==> src/rtl/multicycle_ctrl_fsm.sv <==
// multicycle_ctrl_fsm
// Multicycle control sequencer for the RISC datapath. Walks each instruction
// through FETCH, DECODE, EXEC, optional MEM and WB, driving the write enables
// of the falling-edge datapath registers, the memory strobes and mux selects.
// State and wait counter are falling-edge flops; outputs are Mealy
// (state, OPCODE, ZERO, MEM_READY).
// Optional feature macro: ILLEGAL_TRAP_EN
//   defined   -> illegal opcode in DECODE enters TRAP (sticky until R)
//   undefined -> illegal opcode is a NOP, DECODE returns to FETCH
module multicycle_ctrl_fsm #(
  parameter int MEM_WAIT_MAX = 15,
  parameter int CNT_W        = 8
) (
  input  logic       CLK,
  input  logic       R,
  input  logic [3:0] OPCODE,
  input  logic       ZERO,
  input  logic       MEM_READY,
  input  logic       STALL,
  output logic       PC_WE,
  output logic [1:0] PC_SRC,
  output logic       IR_WE,
  output logic       RF_WE,
  output logic       WB_SEL,
  output logic       ALU_SRC,
  output logic       MEM_RD,
  output logic       MEM_WR,
  output logic [2:0] STATE,
  output logic       HALTED
);

  typedef enum logic [2:0] {
    ST_FETCH  = 3'd0,
    ST_DECODE = 3'd1,
    ST_EXEC   = 3'd2,
    ST_MEM    = 3'd3,
    ST_WB     = 3'd4,
    ST_HALT   = 3'd5,
    ST_TRAP   = 3'd6,
    ST_ERR    = 3'd7
  } state_t;

  typedef enum logic [2:0] {
    CL_ALU   = 3'd0,
    CL_LOAD  = 3'd1,
    CL_STORE = 3'd2,
    CL_BEQ   = 3'd3,
    CL_JMP   = 3'd4,
    CL_HALT  = 3'd5,
    CL_ILL   = 3'd6
  } op_class_t;

  localparam logic [CNT_W-1:0] WAIT_MAX_C = CNT_W'(MEM_WAIT_MAX);
  localparam logic [CNT_W-1:0] CNT_ZERO_C = {CNT_W{1'b0}};
  localparam logic [CNT_W-1:0] CNT_ONE_C  = {{(CNT_W-1){1'b0}}, 1'b1};

  // Map the 4-bit opcode onto its instruction class.
  function automatic op_class_t decode_class(input logic [3:0] op);
    op_class_t cls;
    case (op)
      4'b0000, 4'b0001, 4'b0010, 4'b0011: cls = CL_ALU;
      4'b0100: cls = CL_LOAD;
      4'b0101: cls = CL_STORE;
      4'b0110: cls = CL_BEQ;
      4'b0111: cls = CL_JMP;
      4'b1111: cls = CL_HALT;
      default: cls = CL_ILL;
    endcase
    return cls;
  endfunction

  state_t           state_r;
  state_t           state_nx_s;
  logic [CNT_W-1:0] cnt_r;
  logic [CNT_W-1:0] cnt_nx_s;
  op_class_t        op_cls_s;
  logic             mem_wait_st_s;
  logic             timeout_s;

  logic       pc_we_s;
  logic [1:0] pc_src_s;
  logic       ir_we_s;
  logic       rf_we_s;
  logic       wb_sel_s;
  logic       alu_src_s;
  logic       mem_rd_s;
  logic       mem_wr_s;
  logic       halted_s;

  assign op_cls_s      = decode_class(OPCODE);
  assign mem_wait_st_s = (state_r == ST_FETCH) || (state_r == ST_MEM);
  assign timeout_s     = (cnt_r == WAIT_MAX_C);

  // State and wait counter update on the falling edge, same as the datapath flops.
  always_ff @(negedge CLK or posedge R) begin
    if (R) begin
      state_r <= ST_FETCH;
      cnt_r   <= CNT_ZERO_C;
    end else begin
      state_r <= state_nx_s;
      cnt_r   <= cnt_nx_s;
    end
  end

  // Next-state selection; STALL freezes the sequencer in place.
  always_comb begin
    state_nx_s = state_r;
    if (STALL) begin
      state_nx_s = state_r;
    end else begin
      case (state_r)
        ST_FETCH: begin
          // A completing access on the timeout edge still wins over ERR.
          if (MEM_READY) begin
            state_nx_s = ST_DECODE;
          end else if (timeout_s) begin
            state_nx_s = ST_ERR;
          end else begin
            state_nx_s = ST_FETCH;
          end
        end
        ST_DECODE: begin
          case (op_cls_s)
            CL_ALU, CL_LOAD, CL_STORE, CL_BEQ, CL_JMP: state_nx_s = ST_EXEC;
            CL_HALT: state_nx_s = ST_HALT;
`ifdef ILLEGAL_TRAP_EN
            default: state_nx_s = ST_TRAP;
`else
            default: state_nx_s = ST_FETCH;
`endif
          endcase
        end
        ST_EXEC: begin
          case (op_cls_s)
            CL_LOAD, CL_STORE: state_nx_s = ST_MEM;
            CL_ALU:            state_nx_s = ST_WB;
            default:           state_nx_s = ST_FETCH;
          endcase
        end
        ST_MEM: begin
          if (MEM_READY) begin
            if (op_cls_s == CL_LOAD) begin
              state_nx_s = ST_WB;
            end else begin
              state_nx_s = ST_FETCH;
            end
          end else if (timeout_s) begin
            state_nx_s = ST_ERR;
          end else begin
            state_nx_s = ST_MEM;
          end
        end
        ST_WB:                     state_nx_s = ST_FETCH;
        ST_HALT, ST_TRAP, ST_ERR:  state_nx_s = state_r;
        default:                   state_nx_s = ST_ERR;
      endcase
    end
  end

  // Wait counter: clears on any state change, counts stalled-free waits on memory.
  always_comb begin
    cnt_nx_s = cnt_r;
    if (state_nx_s != state_r) begin
      cnt_nx_s = CNT_ZERO_C;
    end else if (!STALL && mem_wait_st_s && !MEM_READY) begin
      cnt_nx_s = cnt_r + CNT_ONE_C;
    end else begin
      cnt_nx_s = cnt_r;
    end
  end

  // Raw control decode from state and the held instruction fields.
  always_comb begin
    pc_we_s   = 1'b0;
    pc_src_s  = 2'b00;
    ir_we_s   = 1'b0;
    rf_we_s   = 1'b0;
    wb_sel_s  = 1'b0;
    alu_src_s = 1'b0;
    mem_rd_s  = 1'b0;
    mem_wr_s  = 1'b0;
    halted_s  = 1'b0;
    case (state_r)
      ST_FETCH: begin
        mem_rd_s = 1'b1;
        if (MEM_READY) begin
          ir_we_s  = 1'b1;
          pc_we_s  = 1'b1;
          pc_src_s = 2'b00;
        end else begin
          ir_we_s  = 1'b0;
          pc_we_s  = 1'b0;
        end
      end
      ST_DECODE: begin
        pc_we_s = 1'b0;
      end
      ST_EXEC: begin
        if (op_cls_s == CL_LOAD || op_cls_s == CL_STORE) begin
          alu_src_s = 1'b1;
        end else begin
          alu_src_s = 1'b0;
        end
        case (op_cls_s)
          CL_BEQ: begin
            pc_we_s  = ZERO;
            pc_src_s = 2'b01;
          end
          CL_JMP: begin
            pc_we_s  = 1'b1;
            pc_src_s = 2'b10;
          end
          default: begin
            pc_we_s  = 1'b0;
            pc_src_s = 2'b00;
          end
        endcase
      end
      ST_MEM: begin
        case (op_cls_s)
          CL_LOAD:  mem_rd_s = 1'b1;
          CL_STORE: mem_wr_s = 1'b1;
          default:  mem_rd_s = 1'b0;
        endcase
      end
      ST_WB: begin
        rf_we_s  = 1'b1;
        wb_sel_s = (op_cls_s == CL_LOAD);
      end
      ST_HALT, ST_TRAP, ST_ERR: begin
        halted_s = 1'b1;
      end
      default: begin
        halted_s = 1'b1;
      end
    endcase
  end

  // Output gating: R clears everything, STALL blocks register writes and stores.
  always_comb begin
    PC_WE   = 1'b0;
    PC_SRC  = 2'b00;
    IR_WE   = 1'b0;
    RF_WE   = 1'b0;
    WB_SEL  = 1'b0;
    ALU_SRC = 1'b0;
    MEM_RD  = 1'b0;
    MEM_WR  = 1'b0;
    STATE   = 3'd0;
    HALTED  = 1'b0;
    if (R) begin
      STATE = 3'd0;
    end else begin
      PC_SRC  = pc_src_s;
      WB_SEL  = wb_sel_s;
      ALU_SRC = alu_src_s;
      MEM_RD  = mem_rd_s;
      STATE   = state_r;
      HALTED  = halted_s;
      if (STALL) begin
        PC_WE  = 1'b0;
        IR_WE  = 1'b0;
        RF_WE  = 1'b0;
        MEM_WR = 1'b0;
      end else begin
        PC_WE  = pc_we_s;
        IR_WE  = ir_we_s;
        RF_WE  = rf_we_s;
        MEM_WR = mem_wr_s;
      end
    end
  end

endmodule

==> config.mk <==
export PLATFORM = sky130hd
export DESIGN_NAME = multicycle_ctrl_fsm
export DESIGN_NICKNAME = d
export VERILOG_FILES = /design/src/rtl/multicycle_ctrl_fsm.sv
export SDC_FILE = /design/constraint.sdc
export NUM_CORES = 1
export LEC_CHECK = 0
export BUFFER_PORTS_ARGS = -buffer_cell sky130_fd_sc_hd__buf_2
export CAP_MARGIN = 0
export CORE_UTILIZATION = 56
export CTS_CLUSTER_SIZE = 25
export DETAILED_ROUTE_END_ITERATION = 8
export GPL_ROUTABILITY_DRIVEN = 0
export HOLD_SLACK_MARGIN = 0.08
export PLACE_DENSITY_LB_ADDON = 0.05
export SETUP_SLACK_MARGIN = 0.1
export SLEW_MARGIN = 40
export SYNTH_ARGS = -nofsm -noshare
export SYNTH_HDL_FRONTEND = slang
export SYNTH_SLANG_ARGS = --single-unit
==> constraint.sdc <==
create_clock -name CLK -period 4.05 [get_ports CLK]
set_clock_uncertainty 0.1 [all_clocks]
set_input_delay 0.405 -clock CLK [delete_from_list [all_inputs] [get_ports CLK]]
set_output_delay 0.405 -clock CLK [all_outputs]
set_load 0.05 [all_outputs]
==> results by group, run 1 <==
Floorplan
  • Row count: 15
  • Initial Utilization: 59.9%
  • Chip width: 45.0 um
  • Die Ht: 45.0 um
  • I/O pin count: 22

Synth
  • Post-Syn Area: 1030 sq um
  • Yosys warning count: 0
  • Post-synth top flop: dfrtn_1
  • Yosys reg bits: 11
  • Syn Inst Count: 121
  • Top cells by area, synth: dfrtn_1 (27%), xnor2_1 (5.9%), nor4_1 (5.4%)
  • Async SR Flop Fraction: 100%
  • Post-synthesis sequential area ratio: 26.6%
  • Proportion of netlist area held by the largest area contributor: 26.6%
  • Netlist cell types: 47
  • Number of synthesized flops with an enable pin: 0
  • Avg Inst Size Synth: 8.55 sq um
  • Synthesized net count: 132
  • Most area-hungry cell type in the Yosys netlist: dfrtn_1

Outcome
  • Outcome: stopped before the end
  • Fail Step: 5_1_grt
  • Tool error: [ERROR DPL-0038] Utilization greater than 100%, impossible to legalize

Clocking
  • H-tree depth: 1
  • Root Buffer Master: clkbuf_4
  • Bufs on Longest Clock Path: 2
  • Total CTS buffers: 3
  • Clk sinks: 11
  • Hold_buf cts: 0

Place
  • DP HPWL: 2.54 mm
  • Place WS: -210 ps
  • DP Cell Count: between 150 and 200
  • Placed inst area: 1440 sq um
  • I/O Buffers: 21

Global routing
  • Largest net degree at the start of global routing: 12

Timing
  • Worst endpoint after global-route timing repair: PC_SRC[0]
  • Worst EP kind: output port
Yosys cell counts, types with 2 or more instances:
library cell	n
inv_1	5
xnor2_1	7
nor4b_1	2
dfrtn_1	11
o21ai_0	2
nand3b_1	2
nand4_1	2
nor3_1	8
buf_6	3
a31oi_1	4
buf_2	3
and3_1	2
a32oi_1	2
xor2_1	2
nor2_1	14
ha_1	2
nand3_1	8
nor4_1	9
nand2_1	5
through the flow:
step	TNS (ps)	utilization [%]
2_1_floorplan	-1580	-
3_3_place_gp	-1100	83.3
3_5_place_dp	-1480	83.3
4_1_cts	-454	96.6
kinds of logic after synthesis:
family | after synthesis | synth area share [%]
buffers and inverters | 13 | 7.62
DFF | 11 | 26.6
AOI/OAI and AO/OA | 21 | 19.1
adders and majority gates | 2 | 2.42
and+or+nand+nor | 64 | 35.7
muxes | 1 | 0.967
xor gates and xnor gates | 9 | 7.62
repair_timing:
item / in CTS
cloned: 0
endpoints found under the hold margin: 0
setup buffers: 8
setup endpoints to repair: 15
pin swaps: 8
gates resized for setup: 36
==> inputs of run 2 (changes only) <==
--- a/config.mk
+++ b/config.mk
@@ -7,13 +7,11 @@
 export LEC_CHECK = 0
 export BUFFER_PORTS_ARGS = -buffer_cell sky130_fd_sc_hd__buf_2
 export CAP_MARGIN = 0
-export CORE_UTILIZATION = 56
-export CTS_CLUSTER_SIZE = 25
+export CORE_AREA = 2 2 63 65
 export DETAILED_ROUTE_END_ITERATION = 8
+export DIE_AREA = 0 0 65 67
 export GPL_ROUTABILITY_DRIVEN = 0
-export HOLD_SLACK_MARGIN = 0.08
-export PLACE_DENSITY_LB_ADDON = 0.05
-export SETUP_SLACK_MARGIN = 0.1
+export PLACE_DENSITY_LB_ADDON = 0.15
 export SLEW_MARGIN = 40
 export SYNTH_ARGS = -nofsm -noshare
 export SYNTH_HDL_FRONTEND = slang
==> results by group, run 2 <==
Global routing
  • Congestion Overflow GR: 0
  • First-pass GRT wire length: 5.20 mm
  • Initial antenna violation count: 0
  • Overall Global Routing Usage: between 10% and 20%
  • Largest net degree at the start of global routing: 12
  • Vias in the first global route: 1117

Synth
  • Async SR Flop Fraction: 100% (unchanged)
  • Post-synthesis compound-gate area fraction: 19.1% (unchanged)
  • Count leader, synth: nor2_1
  • Yosys warning count: 0 (unchanged)
  • Number of synthesized flops with an enable pin: 0 (unchanged)
  • Most area-hungry cell type in the Yosys netlist: dfrtn_1
  • Top cells by area, synth: dfrtn_1 (27%), xnor2_1 (5.9%), nor4_1 (5.4%)
  • Syn Inst Count: 121 (unchanged)
  • Synth Area in XOR/XNOR: 7.62% (unchanged)
  • Avg Inst Size Synth: 8.55 sq um (unchanged)
  • Yosys reg bits: 11 (unchanged)
  • Synth Area in Simple Gates: 35.7% (unchanged)
  • Synth top cells by count: nor2_1 (14), dfrtn_1 (11), nor4_1 (9)
  • Proportion of netlist area held by the largest area contributor: 26.6% (unchanged)
  • Post-synth top flop: dfrtn_1
  • Mux contribution to synthesized area: 0.967% (unchanged)
  • Synthesized net count: 132 (unchanged)
  • Post-Syn Area: 1030 sq um (unchanged)
  • Netlist cell types: 47 (unchanged)
  • Post-Synth Adder-Cell Area: 2.42% (unchanged)
  • Largest family of logic cells by synthesized area: simple AND/OR/NAND/NOR gates
  • Post-synthesis sequential area ratio: 26.6% (unchanged)

Layout
  • Reg with most FFs: cnt_r
  • Finished Core Util: 47.0%
  • Area Growth Syn to Fin: 63.8%
  • Commonest non-fill, non-tap cells in the layout: buf_4 (35), buf_2 (12), dfrtn_1 (11)
  • Max reg flops: 8
  • Biggest regs: cnt_r x8, state_r x3
  • Share of layout cells above drive strength 1: 51.7%
  • N_diodes: 0
  • Commonest non-fill, non-tap cell in the layout: buf_4
  • Fin nets: 186

Power
  • PwrDens: about 470 nW/um^2
  • Leakage power: 0.718 nW
  • Design Power: 0.804 mW
  • Peak VDD IR: 259 uV

Clocking
  • Clk sinks: 11 (unchanged)
  • Hold_buf cts: 0 (unchanged)
  • Root Buffer Master: clkbuf_8
  • Bufs on Longest Clock Path: 2 (unchanged)
  • Total CTS buffers: 3 (unchanged)
  • Worst-path clk slew: 40 ps
  • CTS tree: done
  • Clk_lat worst skew: around 250 ps
  • H-tree depth: 1 (unchanged)

Floorplan
  • Chip width: 65 um (+44%)
  • I/O pin count: 22 (unchanged)
  • Die Ht: 67 um (+49%)
  • Initial Utilization: 28.7% (-31 points)
  • Die area: 4360 sq um
  • Core area: about 3600 sq um
  • Row count: 22 (+7)

Route
  • DRC violation count after routing: 0
  • Via density: 5.14
  • Metal-1 WL: 1.40 mm
  • Initial DRC count: 27
  • Pre-antenna DRT Iters: 4
  • DR WL met3: 89 um
  • Final ANT Viol Nets: 0
  • Wire per inst: 14.3 um
  • Met2 Wirelength: 1.67 mm
  • Vias: 1141
  • Uppermost routed layer: met4
  • Routed wire length: 3.17 mm

Min path
  • Worst min path class: register to register

Timing
  • Setup_tns: -135 ps
  • Worst-Margin Slew: 856 ps
  • Final setup violation count: 3
  • Final hold vios: 0
  • Setup WS post-layout: -60.7 ps
  • Max-slew violations: 0
  • Unrepaired setup endpoints after global routing: true
  • Slew margin rel.: 42.3%
  • Hold Slack: 532 ps

Setup path
  • CP endpoint kind: output pin
  • Max Fanout on Critical Path: 9
  • Worst EP arrival: 3610 ps
  • CP max stage cell: dfrtn_1
  • Reg-to-reg setup timing slack: 1790 ps
  • Cell family with most CP delay: simple AND/OR/NAND/NOR gates
  • Startpoint types: register
  • CP Buf/Inv Count: 2
  • Largest stage delay, worst path: 470 ps
  • CP required: around 3500 ps
  • Crit-path cells: buf_4 -> nor3_2 -> and3_1 -> or2_4 -> buf_8
  • CP Class: register to output pin

Outcome
  • Failing checks: negative setup slack
  • Outcome: complete, but fails checks

Flow run
  • Max Cap Viol: 0

Place
  • DP HPWL: 2.47 mm (-2.4%)
  • I/O Buffers: 21 (unchanged)
  • Place WS: -179 ps (+31.0 ps)
==> run 2: kinds of logic after synthesis <==
| family | after synthesis |
|---|---|
| AO/OA/AOI/OAI | 21 |
| XOR/XNOR | 9 |
| flip-flops | 11 |
| buffers and inverters | 13 |
| adder cells (fa/ha/maj) | 2 |
| multiplexers | 1 |
| AND/OR/NAND/NOR | 64 |
==> run 2: worst paths after layout <==
kind / startpoint / end / cells past startpoint
min in group asynchronous: R / state_r[2] / 2
max: state_r[1] / PC_WE / 5
max in group asynchronous: R / cnt_r[0] / 2
max reg2reg: state_r[0] / cnt_r[0] / 8
min: cnt_r[7] / cnt_r[7] / 2
min reg2reg: cnt_r[7] / cnt_r[7] / 2
==> run 2: layout make-up <==
cell class | count | area, sq um
Fill cell | 355 | 1910
Multi-Input combinational cell | 97 | 846
Timing Repair Buffer | 56 | 437
Sequential cell | 11 | 275
Tap cell | 48 | 60.1
Clock buffer | 4 | 45.0
Inverter | 6 | 32.5
==> run 2: where the power goes <==
part	internal, mW	total (mW)	leakage [nW]	switching (mW)
Clock	0.0691	0.110	0.0228	0.0405
Sequential	0.130	0.156	0.147	0.0265
Combinational	0.239	0.538	0.548	0.299
Total	0.437	0.804	0.718	0.366
==> run 2: timing repair <==
| item | 4_1_cts | 5_1_grt |
|---|---|---|
| endpoints found under the setup margin | 8 | 13 |
| resized for setup | 20 | 14 |
| pin swaps | 3 | 3 |
| setup buffers | 6 | 2 |
==> run 2: metal layers <==
layer  vias to the layer above  track usage [%]
li1                        565                -
met4                         0             4.79
met2                        21             28.5
met5                         -                0
met3                         2             1.69
met1                       553             19.6
==> run 2: worst min-delay path, cell delays in order (launching register included) <==
cell and delay (ps):
dfrtn_1 350, xnor2_1 160, nor4_1 50
==> run 2: metrics by stage <==
stage,area (sq um),cells
final,1700,222
after CTS,1630,220
after global routing,1700,222
after global placement,1470,210
after detailed placement,1470,210
after floorplan,1150,121
Power figures use the tool's default switching activity.
